## src/rtl/fir_pkg.sv

```systemverilog
// Shared definitions for the FIR AXI-Lite control block: register offsets,
// ap_ctrl bit positions and the bus FSM state encoding.
package fir_pkg;

   localparam logic [11:0] ADDR_AP_CTRL  = 12'h000;
   localparam logic [11:0] ADDR_DATA_LEN = 12'h010;
   localparam logic [11:0] TAP_BASE      = 12'h080;

   localparam int AP_START_BIT = 0;
   localparam int AP_DONE_BIT  = 1;
   localparam int AP_IDLE_BIT  = 2;

   typedef enum logic [2:0] {
      ST_IDLE,
      ST_WR,
      ST_AR,
      ST_RD_WAIT,
      ST_RD_RESP
   } state_t;

endpackage

```

## src/rtl/fir_axil_ctrl.sv

```systemverilog
// AXI-Lite register slave for the FIR engine: ap_ctrl handshake, data_length
// and a pass-through window onto the external tap-coefficient SRAM.
module fir_axil_ctrl
   import fir_pkg::*;
#(
   parameter int                    ADDR_WIDTH = 12,
   parameter int                    DATA_WIDTH = 32,
   parameter int                    TAP_NUM    = 11,
   parameter logic [ADDR_WIDTH-1:0] TAP_BASE   = fir_pkg::TAP_BASE
) (
   input  logic                    axis_clk,
   input  logic                    axis_rst_n,
   input  logic                    awvalid,
   output logic                    awready,
   input  logic [ADDR_WIDTH-1:0]   awaddr,
   input  logic                    wvalid,
   output logic                    wready,
   input  logic [DATA_WIDTH-1:0]   wdata,
   input  logic                    arvalid,
   output logic                    arready,
   input  logic [ADDR_WIDTH-1:0]   araddr,
   output logic                    rvalid,
   input  logic                    rready,
   output logic [DATA_WIDTH-1:0]   rdata,
   output logic                    tap_EN,
   output logic [3:0]              tap_WE,
   output logic [ADDR_WIDTH-1:0]   tap_A,
   output logic [DATA_WIDTH-1:0]   tap_Di,
   input  logic [DATA_WIDTH-1:0]   tap_Do,
   output logic                    ap_start_o,
   output logic [DATA_WIDTH-1:0]   data_length_o,
   input  logic                    eng_done_i
);

   localparam logic [ADDR_WIDTH-1:0] A_CTRL = ADDR_WIDTH'(ADDR_AP_CTRL);
   localparam logic [ADDR_WIDTH-1:0] A_LEN  = ADDR_WIDTH'(ADDR_DATA_LEN);

   state_t                  state_q, state_d;
   logic [ADDR_WIDTH-1:0]   rd_addr_q;
   logic [DATA_WIDTH-1:0]   rdata_q;
   logic [DATA_WIDTH-1:0]   data_len_q;
   logic                    ap_idle_q;
   logic                    ap_done_q;
   logic                    ap_start_q;

   logic                    aw_is_tap;
   logic                    ar_is_tap;
   logic                    wr_commit;
   logic                    rd_handshake;
   logic                    start_req;
   logic                    done_clear;

   // Word-aligned addresses inside the tap window; anything else is unmapped.
   function automatic logic is_tap(input logic [ADDR_WIDTH-1:0] addr);
      logic [ADDR_WIDTH-1:0] ofs;
      ofs = addr - TAP_BASE;
      return (addr >= TAP_BASE) && (ofs < ADDR_WIDTH'(4 * TAP_NUM)) &&
             (addr[1:0] == 2'b00);
   endfunction

   function automatic logic [DATA_WIDTH-1:0] ctrl_word(input logic idle, input logic done);
      logic [DATA_WIDTH-1:0] w;
      w              = '0;
      w[AP_IDLE_BIT] = idle;
      w[AP_DONE_BIT] = done;
      return w;
   endfunction

   assign aw_is_tap    = is_tap(awaddr);
   assign ar_is_tap    = is_tap(araddr);
   assign wr_commit    = (state_q == ST_WR);
   assign rd_handshake = (state_q == ST_RD_RESP) && rready;
   assign start_req    = wr_commit && (awaddr == A_CTRL) && wdata[AP_START_BIT] && ap_idle_q;
   assign done_clear   = rd_handshake && (rd_addr_q == A_CTRL);

   // NOTE: async active-low reset in the sensitivity list; state uses
   // non-blocking assignments so every flop samples pre-edge values.
   always_ff @(posedge axis_clk or negedge axis_rst_n) begin
      if (!axis_rst_n) state_q <= ST_IDLE;
      else             state_q <= state_d;
   end

   always_comb begin
      state_d = state_q;
      unique case (state_q)
         ST_IDLE: begin
            if (awvalid && wvalid) state_d = ST_WR;
            else if (arvalid)      state_d = ST_AR;
         end
         ST_WR:      state_d = ST_IDLE;
         ST_AR:      state_d = (ar_is_tap && ap_idle_q) ? ST_RD_WAIT : ST_RD_RESP;
         ST_RD_WAIT: state_d = ST_RD_RESP;
         ST_RD_RESP: if (rready) state_d = ST_IDLE;
         default:    state_d = ST_IDLE;
      endcase
   end

   // NOTE: every output gets a default before the case so no latch is inferred.
   always_comb begin
      awready = 1'b0;
      wready  = 1'b0;
      arready = 1'b0;
      rvalid  = 1'b0;
      tap_EN  = 1'b0;
      tap_WE  = 4'h0;
      tap_A   = '0;
      tap_Di  = '0;
      unique case (state_q)
         ST_WR: begin
            awready = 1'b1;
            wready  = 1'b1;
            if (aw_is_tap && ap_idle_q) begin
               tap_EN = 1'b1;
               tap_WE = 4'hF;
               tap_A  = awaddr - TAP_BASE;
               tap_Di = wdata;
            end
         end
         ST_AR: begin
            arready = 1'b1;
            if (ar_is_tap && ap_idle_q) begin
               tap_EN = 1'b1;
               tap_A  = araddr - TAP_BASE;
            end
         end
         ST_RD_RESP: rvalid = 1'b1;
         default: ;
      endcase
   end

   // A start and an engine completion cannot coincide: start needs idle,
   // completion is only honoured while busy.
   always_ff @(posedge axis_clk or negedge axis_rst_n) begin
      if (!axis_rst_n) begin
         ap_idle_q  <= 1'b1;
         ap_done_q  <= 1'b0;
         ap_start_q <= 1'b0;
         data_len_q <= '0;
      end else begin
         ap_start_q <= start_req;
         if (start_req) begin
            ap_idle_q <= 1'b0;
            ap_done_q <= 1'b0;
         end else if (eng_done_i && !ap_idle_q) begin
            ap_idle_q <= 1'b1;
            ap_done_q <= 1'b1;
         end else if (done_clear) begin
            ap_done_q <= 1'b0;
         end
         if (wr_commit && (awaddr == A_LEN) && ap_idle_q) data_len_q <= wdata;
      end
   end

   // Read data is snapshotted at address accept, so rdata holds the pre-clear value.
   always_ff @(posedge axis_clk or negedge axis_rst_n) begin
      if (!axis_rst_n) begin
         rd_addr_q <= '0;
         rdata_q   <= '0;
      end else begin
         if (state_q == ST_AR) begin
            rd_addr_q <= araddr;
            if (ar_is_tap) begin
               if (!ap_idle_q) rdata_q <= '1;
            end else if (araddr == A_CTRL) begin
               rdata_q <= ctrl_word(ap_idle_q, ap_done_q);
            end else if (araddr == A_LEN) begin
               rdata_q <= data_len_q;
            end else begin
               rdata_q <= '0;
            end
         end else if (state_q == ST_RD_WAIT) begin
            rdata_q <= tap_Do;
         end
      end
   end

   assign rdata         = rdata_q;
   assign data_length_o = data_len_q;
   assign ap_start_o    = ap_start_q;

endmodule

```

## config.mk

```make
export PLATFORM = sky130hd
export DESIGN_NAME = fir_axil_ctrl
export DESIGN_NICKNAME = d
export VERILOG_FILES = /design/src/rtl/fir_pkg.sv /design/src/rtl/fir_axil_ctrl.sv
export SDC_FILE = /design/constraint.sdc
export NUM_CORES = 1
export LEC_CHECK = 0
export ABC_AREA = 1
export CAP_MARGIN = 20
export CORE_AREA = 2 2 104 106
export DETAILED_ROUTE_END_ITERATION = 8
export DIE_AREA = 0 0 106 108
export HOLD_SLACK_MARGIN = 0.03
export PLACE_DENSITY = 0.89
export SLEW_MARGIN = 20
export SYNTH_ARGS = -nofsm -noshare
export SYNTH_HDL_FRONTEND = slang
export SYNTH_SLANG_ARGS = --single-unit
```

## constraint.sdc

```tcl
create_clock -name axis_clk -period 4.48 [get_ports axis_clk]
set_input_delay 0.672 -clock axis_clk [delete_from_list [all_inputs] [get_ports axis_clk]]
set_output_delay 0.672 -clock axis_clk [all_outputs]
set_load 0.05 [all_outputs]
```

== After elaboration in Yosys (flattened, before gate mapping) ==
Cells that the tools add are included.
Word-level totals
  bits in registers: 82
  bits of input ports: 95
  output and inout port bits: 118
Operators by class
  add/subtract/negate cells: 2
  muxes and demuxes: 29
  magnitude comparators: 4
  equality and inequality tests: 9
  reduce and logical (&&, ||, !) cells: 27
Operator list (count)
  $mux 32: 8
  $logic_not 12->1: 3
  $eq 12x5->1 const B: 2
  $ge 12x8->1 const B: 2
  $lt 12x6->1 const B: 2
  $mux 12: 2
  $pmux 12 s2: 1
  $sub 12x8->12 const B: 2
  $logic_and 1x1->1: 15
  $mux 3: 4
  $pmux 3 s4: 1
  $mux 1: 10
  $mux 4: 2
  $eq 3x2->1 const B: 2
  $ne 3x3->1 const B: 2
  $logic_not 2->1: 2
  $reduce_and 2->1: 2
  $reduce_bool 2->1: 2
  $eq 3x1->1 const B: 1
  $eq 3x3->1 const B: 1
  $logic_not 3->1: 1
  $reduce_bool 3->1: 1
  $ne 2x2->1 const B: 1
  $pmux 1 s2: 1
  $logic_not 1->1: 1

== Longest topological paths before layout ==
  word-level depth: 7
  mapped depth: 11

== Worst setup path before layout ==
OpenSTA, ideal clock, no wires.
  kind: input-to-output
  start point: input port araddr[7]
  end point: output port tap_EN
  required time: 3.808 ns
  setup slack: 1.113 ns
  stages on the path: 9
  data arrival time: 2.695 ns
  path buffers: 1
  cell sequence: inv_1 ha_1 inv_1 nand2_1 nand3_1 nor2_2 nand4_4 buf_2 o21ai_0
Between the ends
  cells in the longest elaborated chain, start to end: 7
  elaborated cells between the ends (all ways): 8
  those cells by class: 1 x add/sub; 2 x order compare; 2 x mux; 3 x reduce/logical
RTL lines
  start: declaration: RTL line fir_axil_ctrl.sv:21  | input logic [ADDR_WIDTH-1:0] araddr,
  $sub 12x8->12: RTL line fir_axil_ctrl.sv:56  | ofs = addr - TAP_BASE;
  $lt 12x6->1: RTL line fir_axil_ctrl.sv:57  | return (addr >= TAP_BASE) && (ofs < ADDR_WIDTH'(4 * TAP_NUM)) &&
  $logic_and 1x1->1 * (2 in series): RTL line fir_axil_ctrl.sv:57
  $logic_and 1x1->1 *: RTL line fir_axil_ctrl.sv:121  | if (ar_is_tap && ap_idle_q) begin
  $mux 1 *: RTL line fir_axil_ctrl.sv:121
  $pmux 1 s2 *: RTL line fir_axil_ctrl.sv:108  | unique case (state_q)
  end: declaration: RTL line fir_axil_ctrl.sv:25  | output logic tap_EN,
Every way passes the cells marked *; elsewhere a longest branch is shown, timed or not.

== Final worst setup path ==
  start point: input port awaddr[7]
  end point: output port tap_Di[9]
Between the ends
  cells in the longest elaborated chain, start to end: 7
  elaborated cells between the ends (all ways): 8
  those cells by class: 1 x add/sub; 2 x order compare; 2 x mux; 3 x reduce/logical
RTL lines
  start: declaration: RTL line fir_axil_ctrl.sv:15  | input logic [ADDR_WIDTH-1:0] awaddr,
  $sub 12x8->12: RTL line fir_axil_ctrl.sv:56
  $lt 12x6->1: RTL line fir_axil_ctrl.sv:57
  $logic_and 1x1->1 * (2 in series): RTL line fir_axil_ctrl.sv:57
  $logic_and 1x1->1 *: RTL line fir_axil_ctrl.sv:112  | if (aw_is_tap && ap_idle_q) begin
  $mux 32 *: RTL line fir_axil_ctrl.sv:112
  $mux 32 *: RTL line fir_axil_ctrl.sv:108
  end: declaration: RTL line fir_axil_ctrl.sv:28  | output logic [DATA_WIDTH-1:0] tap_Di,
Marked as above.

==> impl_metrics.env <==
export IMPL_status="finished clean"
export IMPL_wl_met1_um=5628
export IMPL_cts_resized=0
export IMPL_power_switching_uw=1432
export IMPL_grt_max_degree=83
export IMPL_pwr_share_comb=0.517
export IMPL_synth_edf_count=0
export IMPL_synthArstFlopShare=1.000
export IMPL_critPathLaunchType="primary input"
export IMPL_ys_seq_area_frac=0.4496
export IMPL_ys_ff_latch=82
export IMPL_worstMarginPinSlew_ns=0.7566
export IMPL_h_tree_depth=3
export IMPL_drt_iter0_drc=215
export IMPL_finish_utilization=0.6579
export IMPL_met2_wirelength_um=6710
export IMPL_worstPathArrival_ns=3.30
export IMPL_antenna_found_initial=0
export IMPL_synthMuxAreaShare=0
export IMPL_min_period_over_period=0.8874
export IMPL_synth_simple_area_share=0.3247
export IMPL_drive_above_1_share=0.1184
export IMPL_max_freq_ghz=0.2515
export IMPL_cts_tree="done"
export IMPL_num_rows=37
export IMPL_critPathRequiredTime_ns=3.81
export IMPL_setup_viol_count_final=0
export IMPL_synth_compound_area_frac=0.08822
export IMPL_synth_xor_area_share=0.001918
export IMPL_rsz0062_at_grt="no"
export IMPL_yosysWarningCount=0
export IMPL_clk_latency_ns=0.36
export IMPL_cts_max_path_buffers=2
export IMPL_clk_root_buffer_cell="clkbuf_8"
export IMPL_crit_type="in2out"
export IMPL_ioPinCount=213
export IMPL_wl_met3_um=981
export IMPL_crit_fanout=22
export IMPL_fin_crit_ns=3.975
export IMPL_pre_cts_slack_ns=0.5093
export IMPL_min_path_type="in2async"
export IMPL_holdBufCountCts=0
export IMPL_core_area_um2=10230
export IMPL_grt_pass1_wl_um=21100
export IMPL_synth_adder_area_share=0.005479
export IMPL_reg2reg_slack_ns=2.37
export IMPL_groute_usage_overall=0.2359
export IMPL_vdd_ir_drop_max_mv=0.2344
export IMPL_synth_top_family_by_area="simple AND/OR/NAND/NOR gates"
export IMPL_grt_overflow=0
export IMPL_layout_nets=904
export IMPL_leakage_uw=0.003113
export IMPL_path_clk_slew_ns=0.08
export IMPL_syn_avg_cell_area_um2=7.354
export IMPL_die_y_um=108
export IMPL_place_congestion=0.8220
export IMPL_routed_top_layer="met4"
export IMPL_end_kind="output port"
export IMPL_dr_pass1_iters=5
export IMPL_synth_cell_type_count=33
export IMPL_worst_slack_ns=0.5046
export IMPL_fp_dieArea_um2=11450
export IMPL_synth_main_ff_cell="dfrtp_1"
export IMPL_p_seq_frac=0.338
export IMPL_p_per_area_nw_per_um2=462.9
export IMPL_grt_pass1_vias=4222
export IMPL_clock_skew_ns=0.01091
export IMPL_avgRoutedWirePerCell_um=14.29
export IMPL_maxCapViolations=0
export IMPL_final_hold_violation_count=0
export IMPL_port_buffers=204
export IMPL_start_util=0.4464
export IMPL_antenna_left=0
export IMPL_synthCells=621
export IMPL_fin_setup_tns_ns=0
export IMPL_clock_sinks=82
export IMPL_drc=0
export IMPL_via_per_inst=4.836
export IMPL_dr_total_vias=4580
export IMPL_numCtsBuffers=9
export IMPL_syn2layout_area_growth_pct=47.40
export IMPL_total_power_uw=3116
export IMPL_drt_total_wl_um=13530
export IMPL_relSlewSlack=0.4956
export IMPL_synth_top_cell_by_area="dfrtp_1"
export IMPL_diodes=0
export IMPL_fillers=877
export IMPL_cts_setup_buffers=0
export IMPL_r2r_start="state_q[0]"
export IMPL_netlist_area_um2=4567
export IMPL_reg2reg_depth=6
export IMPL_p_sw_frac=0.4595
export IMPL_r2r_end="rdata[31]"
export IMPL_die_width_um=106
export IMPL_power_frac_clock=0.145
export IMPL_synth_top_cell_area_share=0.4438
export IMPL_synth_area_leaders="dfrtp_1, nand2_1, nor2_1, o21ai_1, inv_1"
export IMPL_slew_viol_final=0
export IMPL_dp_hpwl_um=9751
export IMPL_fin_hold_ws_ns=0.3458
export IMPL_p_int_uw=1684
-- cells in the mapped netlist (2+ instances only) --
master,number
dfrtp_1,81
a21oi_1,2
nand3_1,49
clkbuf_1,5
or2_2,33
o22ai_1,2
nor2_2,2
inv_2,4
buf_2,17
buf_6,3
ha_1,2
nor2_1,111
o21ai_1,64
inv_1,83
nor3_1,4
o21ai_0,12
nand2_4,2
buf_4,16
nand2_1,115
-- area by class of cell --
class,count,area (um2),area share
repair buffers,209,2073,0.3080
clock inverters,3,17.52,0.002602
flip-flops and latches,82,2053,0.3050
inverters,88,332.8,0.04944
multi-input cells,417,1949,0.2896
clock buffers,12,135.1,0.02007
well taps,136,170.2,0.02528
-- worst max-delay path, stage by stage --
cell	delay, ns
clkdlybuf4s50_1	0.51
inv_1	0.07
ha_1	0.28
nand4_1	0.09
nor2_1	0.14
nand3_2	0.44
nor2_1	0.25
clkdlybuf4s50_1	0.83
-- metrics by stage --
| step | instances | area, um2 |
|---|---|---|
| finish | 947 | 6731 |
| global route | 947 | 6731 |
| CTS | 947 | 6728 |
| detailed placement | 932 | 6575 |
| global placement | 931 | 6560 |
| floorplan | 628 | 4593 |
-- worst max-delay path by stage --
stage,from,to,cells past startpoint
after floorplan,araddr[7],tap_EN,9
after global placement,awaddr[7],tap_Di[3],8
after detailed placement,awaddr[7],tap_Di[9],8
after CTS,awaddr[7],tap_Di[9],8
after global routing,awaddr[7],tap_Di[4],8
final,awaddr[7],tap_Di[9],8
-- logic make-up (layout without fill, tap and decap cells) --
logic type	Yosys count	after routing
other	1	8
buffers and inverters	129	312
DFF	82	82
and+or+nand+nor	326	326
adders and majority gates	2	2
AOI/OAI and AO/OA	80	80
xor gates and xnor gates	1	1
-- sequential cells by signal, indices dropped and copies added, names as in the netlist --
name / cells
ap_done_q: 1
ap_idle_q: 1
ap_start_o: 1
data_length_o: 32
rd_addr_q: 12
rdata: 32
state_q: 3
-- per-layer routing --
metal  track usage  vias to the layer above
met5             0                        -
met4       0.07989                        0
met3       0.04400                       16
met2        0.4147                      187
met1        0.2935                     2103
li1              -                     2274
-- layout by cell type (no fill, tap or decap), types with 4 or more instances in the layout --
| master | instances |
|---|---|
| buf_12 | 4 |
| buf_4 | 26 |
| clkbuf_8 | 9 |
| clkdlybuf4s50_1 | 177 |
| conb_1 | 8 |
| dfrtp_1 | 81 |
| inv_1 | 83 |
| inv_2 | 4 |
| nand2_1 | 115 |
| nand3_1 | 49 |
| nor2_1 | 111 |
| nor3_1 | 4 |
| o21ai_0 | 12 |
| o21ai_1 | 64 |
| or2_2 | 33 |
-- power groups by stage --
stage	sequential (uW)	combinational (uW)	clock [uW]
after floorplan	1530	630	0
after global placement	1050	1590	0
after detailed placement	1060	1620	0
after CTS	1050	1620	460
after global routing	1070	1730	497
final	1050	1610	451
Note: power is estimated with default switching activity, not from simulation.
